===== config.mk =====
export PLATFORM = sky130hd
export DESIGN_NAME = pid_ctrl
export DESIGN_NICKNAME = d
export VERILOG_FILES = /design/src/rtl/pid_ctrl.sv
export SDC_FILE = /design/constraint.sdc
export NUM_CORES = 1
export LEC_CHECK = 0
export BUFFER_PORTS_ARGS = -buffer_cell sky130_fd_sc_hd__buf_2
export CORE_ASPECT_RATIO = 1.5
export CORE_UTILIZATION = 40
export CTS_CLUSTER_DIAMETER = 40
export DETAILED_ROUTE_END_ITERATION = 10
export SYNTH_ARGS = -nofsm -noshare
export SYNTH_HDL_FRONTEND = slang
export SYNTH_SLANG_ARGS = --single-unit

===== constraint.sdc =====
create_clock -name clk -period 3.2 [get_ports clk]
set_input_delay 0.48 -clock clk [delete_from_list [all_inputs] [get_ports clk]]
set_output_delay 0.48 -clock clk [all_outputs]
set_load 0.02 [all_outputs]

===== src/rtl/pid_ctrl.sv =====
// Purpose : PID motor-drive controller turning the signed current error into a 12-bit drive magnitude.
// Latency : 2 cycles from error/not_pedaling to drv_mag; integrator and D history move on a decimated tick.
// Backpressure: none; the PWM stage samples drv_mag every cycle and the block never stalls.
//
// Ports:
//   clk          system clock, all state on the rising edge
//   rst_n        asynchronous active-low reset
//   error        13-bit two's complement current error (target - average)
//   not_pedaling high clears the integrator and forces drv_mag to 0
//   drv_mag      12-bit unsigned drive magnitude, registered
module pid_ctrl #(
    parameter bit FAST_SIM = 1'b1
) (
    input  logic        clk,
    input  logic        rst_n,
    input  logic [12:0] error,
    input  logic        not_pedaling,
    output logic [11:0] drv_mag
);

    // ------------------------------------------------------------------
    // Decimator: free-running counter, tick when the selected low bits
    // are all ones (period 2^15 or 2^20 clocks).
    // ------------------------------------------------------------------
    logic [19:0] decim_cnt;
    logic        tick;

    always_ff @(posedge clk or negedge rst_n) begin
        if (!rst_n) begin
            decim_cnt <= 20'd0;
        end else begin
            decim_cnt <= decim_cnt + 20'd1;
        end
    end

    assign tick = FAST_SIM ? (&decim_cnt[14:0]) : (&decim_cnt);

    // ------------------------------------------------------------------
    // P term: the error itself, widened to the 15-bit summing width.
    // ------------------------------------------------------------------
    logic [14:0] p_term;

    assign p_term = {{2{error[12]}}, error};

    // ------------------------------------------------------------------
    // Integrator: clamped to 0..0x1FFFF so it can neither go negative
    // nor wrap. not_pedaling wins over a coincident tick.
    // ------------------------------------------------------------------
    logic [17:0] integ;
    logic [17:0] integ_sum;
    logic [17:0] integ_nxt;
    logic [14:0] i_term;

    assign integ_sum = integ + {{5{error[12]}}, error};

    always_comb begin
        integ_nxt = integ;
        if (not_pedaling) begin
            integ_nxt = 18'd0;
        end else if (tick) begin
            if (!integ[17] && !error[12] && integ_sum[17]) begin
                // both operands non-negative but the sign flipped: overflow
                integ_nxt = 18'h1FFFF;
            end else if (integ_sum[17]) begin
                integ_nxt = 18'd0;
            end else begin
                integ_nxt = integ_sum;
            end
        end
    end

    always_ff @(posedge clk or negedge rst_n) begin
        if (!rst_n) begin
            integ <= 18'd0;
        end else begin
            integ <= integ_nxt;
        end
    end

    // Integrator is scaled down by 16; bit 17 is always 0 here.
    assign i_term = {2'b00, integ[16:4]};

    // ------------------------------------------------------------------
    // D term: error minus the sample from three ticks ago. The history
    // keeps shifting while not pedaling so the derivative is meaningful
    // the moment the rider starts again.
    // ------------------------------------------------------------------
    logic [12:0] prev0;
    logic [12:0] prev1;
    logic [12:0] prev2;
    logic [13:0] diff;
    logic [9:0]  diff_sat;
    logic [14:0] d_term;

    always_ff @(posedge clk or negedge rst_n) begin
        if (!rst_n) begin
            prev0 <= 13'd0;
            prev1 <= 13'd0;
            prev2 <= 13'd0;
        end else if (tick) begin
            prev0 <= error;
            prev1 <= prev0;
            prev2 <= prev1;
        end
    end

    assign diff = {error[12], error} - {prev2[12], prev2};

    // Saturate to the 10-bit signed range: the upper bits [12:9] must all
    // equal the sign bit for the value to fit.
    always_comb begin
        diff_sat = diff[9:0];
        if (!diff[13] && (diff[12:9] != 4'h0)) begin
            diff_sat = 10'h1FF;
        end else if (diff[13] && (diff[12:9] != 4'hF)) begin
            diff_sat = 10'h200;
        end
    end

    assign d_term = {{4{diff_sat[9]}}, diff_sat, 1'b0};

    // ------------------------------------------------------------------
    // Pipeline stage 1: register the three terms and the pedal flag.
    // ------------------------------------------------------------------
    logic [14:0] p_r;
    logic [14:0] i_r;
    logic [14:0] d_r;
    logic        np_r;

    always_ff @(posedge clk or negedge rst_n) begin
        if (!rst_n) begin
            p_r  <= 15'd0;
            i_r  <= 15'd0;
            d_r  <= 15'd0;
            np_r <= 1'b0;
        end else begin
            p_r  <= p_term;
            i_r  <= i_term;
            d_r  <= d_term;
            np_r <= not_pedaling;
        end
    end

    // ------------------------------------------------------------------
    // Pipeline stage 2: sum and clamp to 0..4095. The term ranges keep
    // the 15-bit sum within -5120..13308, so it cannot wrap.
    // ------------------------------------------------------------------
    logic [14:0] sum15;
    logic [11:0] drv_nxt;

    assign sum15 = p_r + i_r + d_r;

    always_comb begin
        drv_nxt = sum15[11:0];
        if (np_r) begin
            drv_nxt = 12'd0;
        end else if (sum15[14]) begin
            drv_nxt = 12'd0;
        end else if (sum15[13:12] != 2'b00) begin
            drv_nxt = 12'hFFF;
        end
    end

    always_ff @(posedge clk or negedge rst_n) begin
        if (!rst_n) begin
            drv_mag <= 12'd0;
        end else begin
            drv_mag <= drv_nxt;
        end
    end

endmodule


==> results <==
- The portion of the post-synthesis area used by sequential elements is roughly 44%.
- The element type at the critical path end is a flip-flop.
- The first global-routing pass estimated approximately 24000 um of wire.
- The part of the power in registers is 37.8%.
- Data arrives at the worst endpoint at roughly 3.4 ns.
- The buffer type at the clock tree root is clkbuf_16.
- The routed wire length per instance is approximately 15 um.
- The portion of the clock cycle consumed by the worst path in the final layout is between 90% and 100%.
- Dividing total power by cell area gives a power density of around 530 nW/um^2.
- The number of global-route vias before repair is around 5.1k.
- The global routing usage summed across all routing layers is 18.1%.
- The antenna diode count is 0.
- The relative area change from synthesis to final layout is 15.7%.
- The largest net degree at the start of global routing is 85.
- The top cell type's share of synthesized area is ~44%.
- The maximum root-to-sink buffer count is 2.
- In this run the tightest slew margin relative to its limit is between 50% and 60%.
- The clock latency of the later-clocked register in the worst-skew pair is roughly 0.41 ns.
- The die covers roughly 18000 sq um.
- The H-tree was split into 4 levels.
- The via density per instance is 5.42.
- The number of instances in the synthesized netlist is about 660.
- The clock edge transition at the registers on the reported setup and hold paths is around 0.050 ns.
- The number of design-rule violations left by the first detailed-router iteration is 237.
- The die is between 150 and 200 um tall.
- For the finished layout, the period the worst path requires is between 3 and 4 ns.
- By startpoint and endpoint, the worst setup path is classified as flip-flop to flip-flop.
- The detailed router placed between 5k and 6k vias in this run.
- The clock network is responsible for 47.0% of the overall power.
- The number of nets with antenna violations after detailed routing is 0.
- The routability-driven placement congestion ratio is ~0.9.
- The initial core utilization is 40.7%.
- Setup violations remaining at the end of the flow were counted as 0.
- The clock skew is 0.00438 ns.
- The flow ran to the end, and the final reports show no timing, DRC or antenna violations.
- The total I/O pin count is 28.
- The most used flip-flop cell after synthesis is dfrtp_1.
- The critical path data required time is about 3.6 ns.
- In this run switching power makes up between 20 and 30% of total power.
- The transition time at the pin with the least slew margin is 0.734 ns.
- For this run, design rule violations remaining after detail routing come to 0.
- VDD sags by at most 0.293 mV.
- The count of max-cap constraint violations is 0.
- In the final design database the tool counted 781 nets.
- The placed standard-cell area is around 7200 sq um.
- Yosys attributes the largest share of cell area to dfrtp_1 (44%), ha_1 (8.5%), fa_1 (4.7%).
- The internal power consumption is between 3 and 4 mW.
- The number of antenna violations at the first check in global routing is 0.
- The analysis attributes to net switching a power of roughly 1.1 mW.
- Counting flops and latches in the post-synthesis netlist gives 120.
- The die extent in x is around 110 um.
- In this run the tool buffered the top-level ports with 27 buffer cells.
- The number of clock buffers inserted by TritonCTS is 17.
- Counting distinct cell types in the post-synthesis netlist gives 60.
- The pre-antenna-repair detailed-routing pass consisted of 4 iterations.
- The final instance area is roughly 7900 sq um.
- The worst hold path belongs to the class input port to asynchronous set/reset pin.
- The TritonCTS clock tree is built.
- The biggest area contributor in the post-synthesis netlist is dfrtp_1.
- The launching element type of the critical path is a flip-flop.
- The HPWL after detailed placement is 10700 um.
- The total negative setup slack is 0 ns.
- The count of warnings emitted by yosys is 0.
- The logic gate share of total power is between 10% and 20%.
- Counting flops with a built-in enable in the synthesized netlist gives 0.
- The final max-slew violation count is 0.
- The core area is approximately 17000 sq um.
- The highest attainable clock frequency is around 0.33 GHz.
- Global routing finished with a remaining overflow of 0.
- Along the worst path, the maximum fanout reaches 12.
- The final routed wirelength across all metal layers is roughly 14000 um.
- The number of nets in the synthesized netlist is between 700 and 800.
- A synthesized cell averages between 10 and 15 sq um.
- In this run the core area contains 58 standard-cell rows.
- Summed over all cells, the static leakage comes to about 3.7 nW.
- CTS saw between 100 and 150 sinks.
- The count of endpoints failing hold in the final timing report is 0.
- Cells with a size suffix above 1 make up approximately 15% of the layout.
- For this run, asynchronously set or reset flops after synthesis account for 100%.
- After synthesis the cells add up to 6800 sq um.
## critical path, stage by stage (launching register included)
cell and delay, ns:
dfrtp_1 0.38, fa_1 0.51, ha_1 0.31, a21oi_1 0.18, and4b_1 0.23, o31ai_2 0.29, a21oi_1 0.18, a2111o_1 0.44
nand3_1 0.14, buf_12 0.14, o21a_1 0.13
## synth_stat cells, drive strengths merged (4+ instances only)
cell type	count
a21o	12
a211oi	7
mux2	27
nor2b	6
nand2	48
buf	13
o21ai	55
nor3	9
ha	46
nand3	28
xnor2	28
nor2	43
nand4	4
and3	6
inv	46
dfrtp	120
o21a	19
clkbuf	7
mux2i	6
nand2b	8
fa	16
o211ai	4
xor2	10
a21oi	46
a31oi	5
## registers in the layout, summed over array words and instances (netlist names)
register	count
prev2	13
drv_mag	12
prev1	13
np_r	1
i_r	13
d_r	10
p_r	13
prev0	13
decim_cnt	15
integ	17
## layout make-up
type | instances | area, sq um
multi-input cells | 478 | 3540
well taps | 210 | 263
repair buffers | 40 | 273
flip-flops and latches | 120 | 3000
clock inverters | 7 | 116
fillers | 1541 | 8830
clock buffers | 23 | 498
inverters | 46 | 173
## power groups by stage
stage | combinational [mW] | sequential (mW) | clock, mW
after CTS | 0.627 | 1.59 | 2.01
after global placement | 0.611 | 1.61 | 0
final | 0.634 | 1.58 | 1.97
after detailed placement | 0.622 | 1.61 | 0
after global routing | 0.714 | 1.59 | 2.08
after floorplan | 0.410 | 1.63 | 0
## timing repair
| item | CTS | global route |
|---|---|---|
| gates resized for setup | 0 | 3 |
| setup endpoints to repair | 0 | 12 |
| hold buffers | 0 | 0 |
| buffers inserted | 0 | 1 |
## cells in the final DEF (no fill, tap or decap), drive strengths merged, types with 3 or more instances in the layout
master,count
mux2,27
nor2,43
nand4,4
nand3,28
buf,40
mux2i,6
nor3,9
a31oi,5
a21o,12
inv,46
o211ai,4
nor2b,6
o21ai,55
nor4,3
a211oi,7
xnor2,28
xor2,10
clkinv,3
dfrtp,120
a2111o,3
a21oi,46
nand2b,8
bufinv,3
nand2,48
and3,6
clkbuf,23
o21a,19
o21bai,3
fa,16
ha,46
## layer usage
metal / part of all wire (%) / global-route usage (%) / routed length [um] / up-vias
met5: 0 / 0 / 0 / -
li1: - / - / - / 2422
met1: 42 / 21.6 / 5990 / 2458
met3: 3.3 / 3.39 / 477 / 37
met4: 4.3 / 10.1 / 612 / 0
met2: 50 / 30.2 / 7190 / 94
## final timing paths
check,from,end,slack [ns],cells after the start
setup reg to reg,p_r[2],drv_mag[9],0.20,10
min in group clk,error[0],p_r[0],0.23,1
setup / recovery,p_r[2],drv_mag[9],0.20,10
hold / removal,rst_n,drv_mag[11],0.03,1
max in group asynchronous,rst_n,prev1[1],2.36,2
hold reg to reg,integ[4],i_r[0],0.41,0
## cells by family after synthesis
kind of cell	share of synthesized area, %
mux	5.36
fa+ha+maj	13.2
flops	44.2
compound gates	16.6
simple gates	11.8
xor+xnor	4.90
buf+inv	4.01
## per-stage QoR
stage               total power [mW]  std cells  worst slack (ns)  hold slack (ns)  util [%]
finish                          4.19        924             0.196           0.0333      47.1
floorplan                       2.04        664             0.325            0.184         -
detailed placement              2.23        893            0.0812            0.401      43.3
CTS                             4.22        923            0.0644           0.0446      47.0
global route                    4.38        924           -0.0114           0.0605      47.1
global placement                2.22        893             0.135            0.392      43.3
Note: power is estimated with default switching activity, not from simulation.
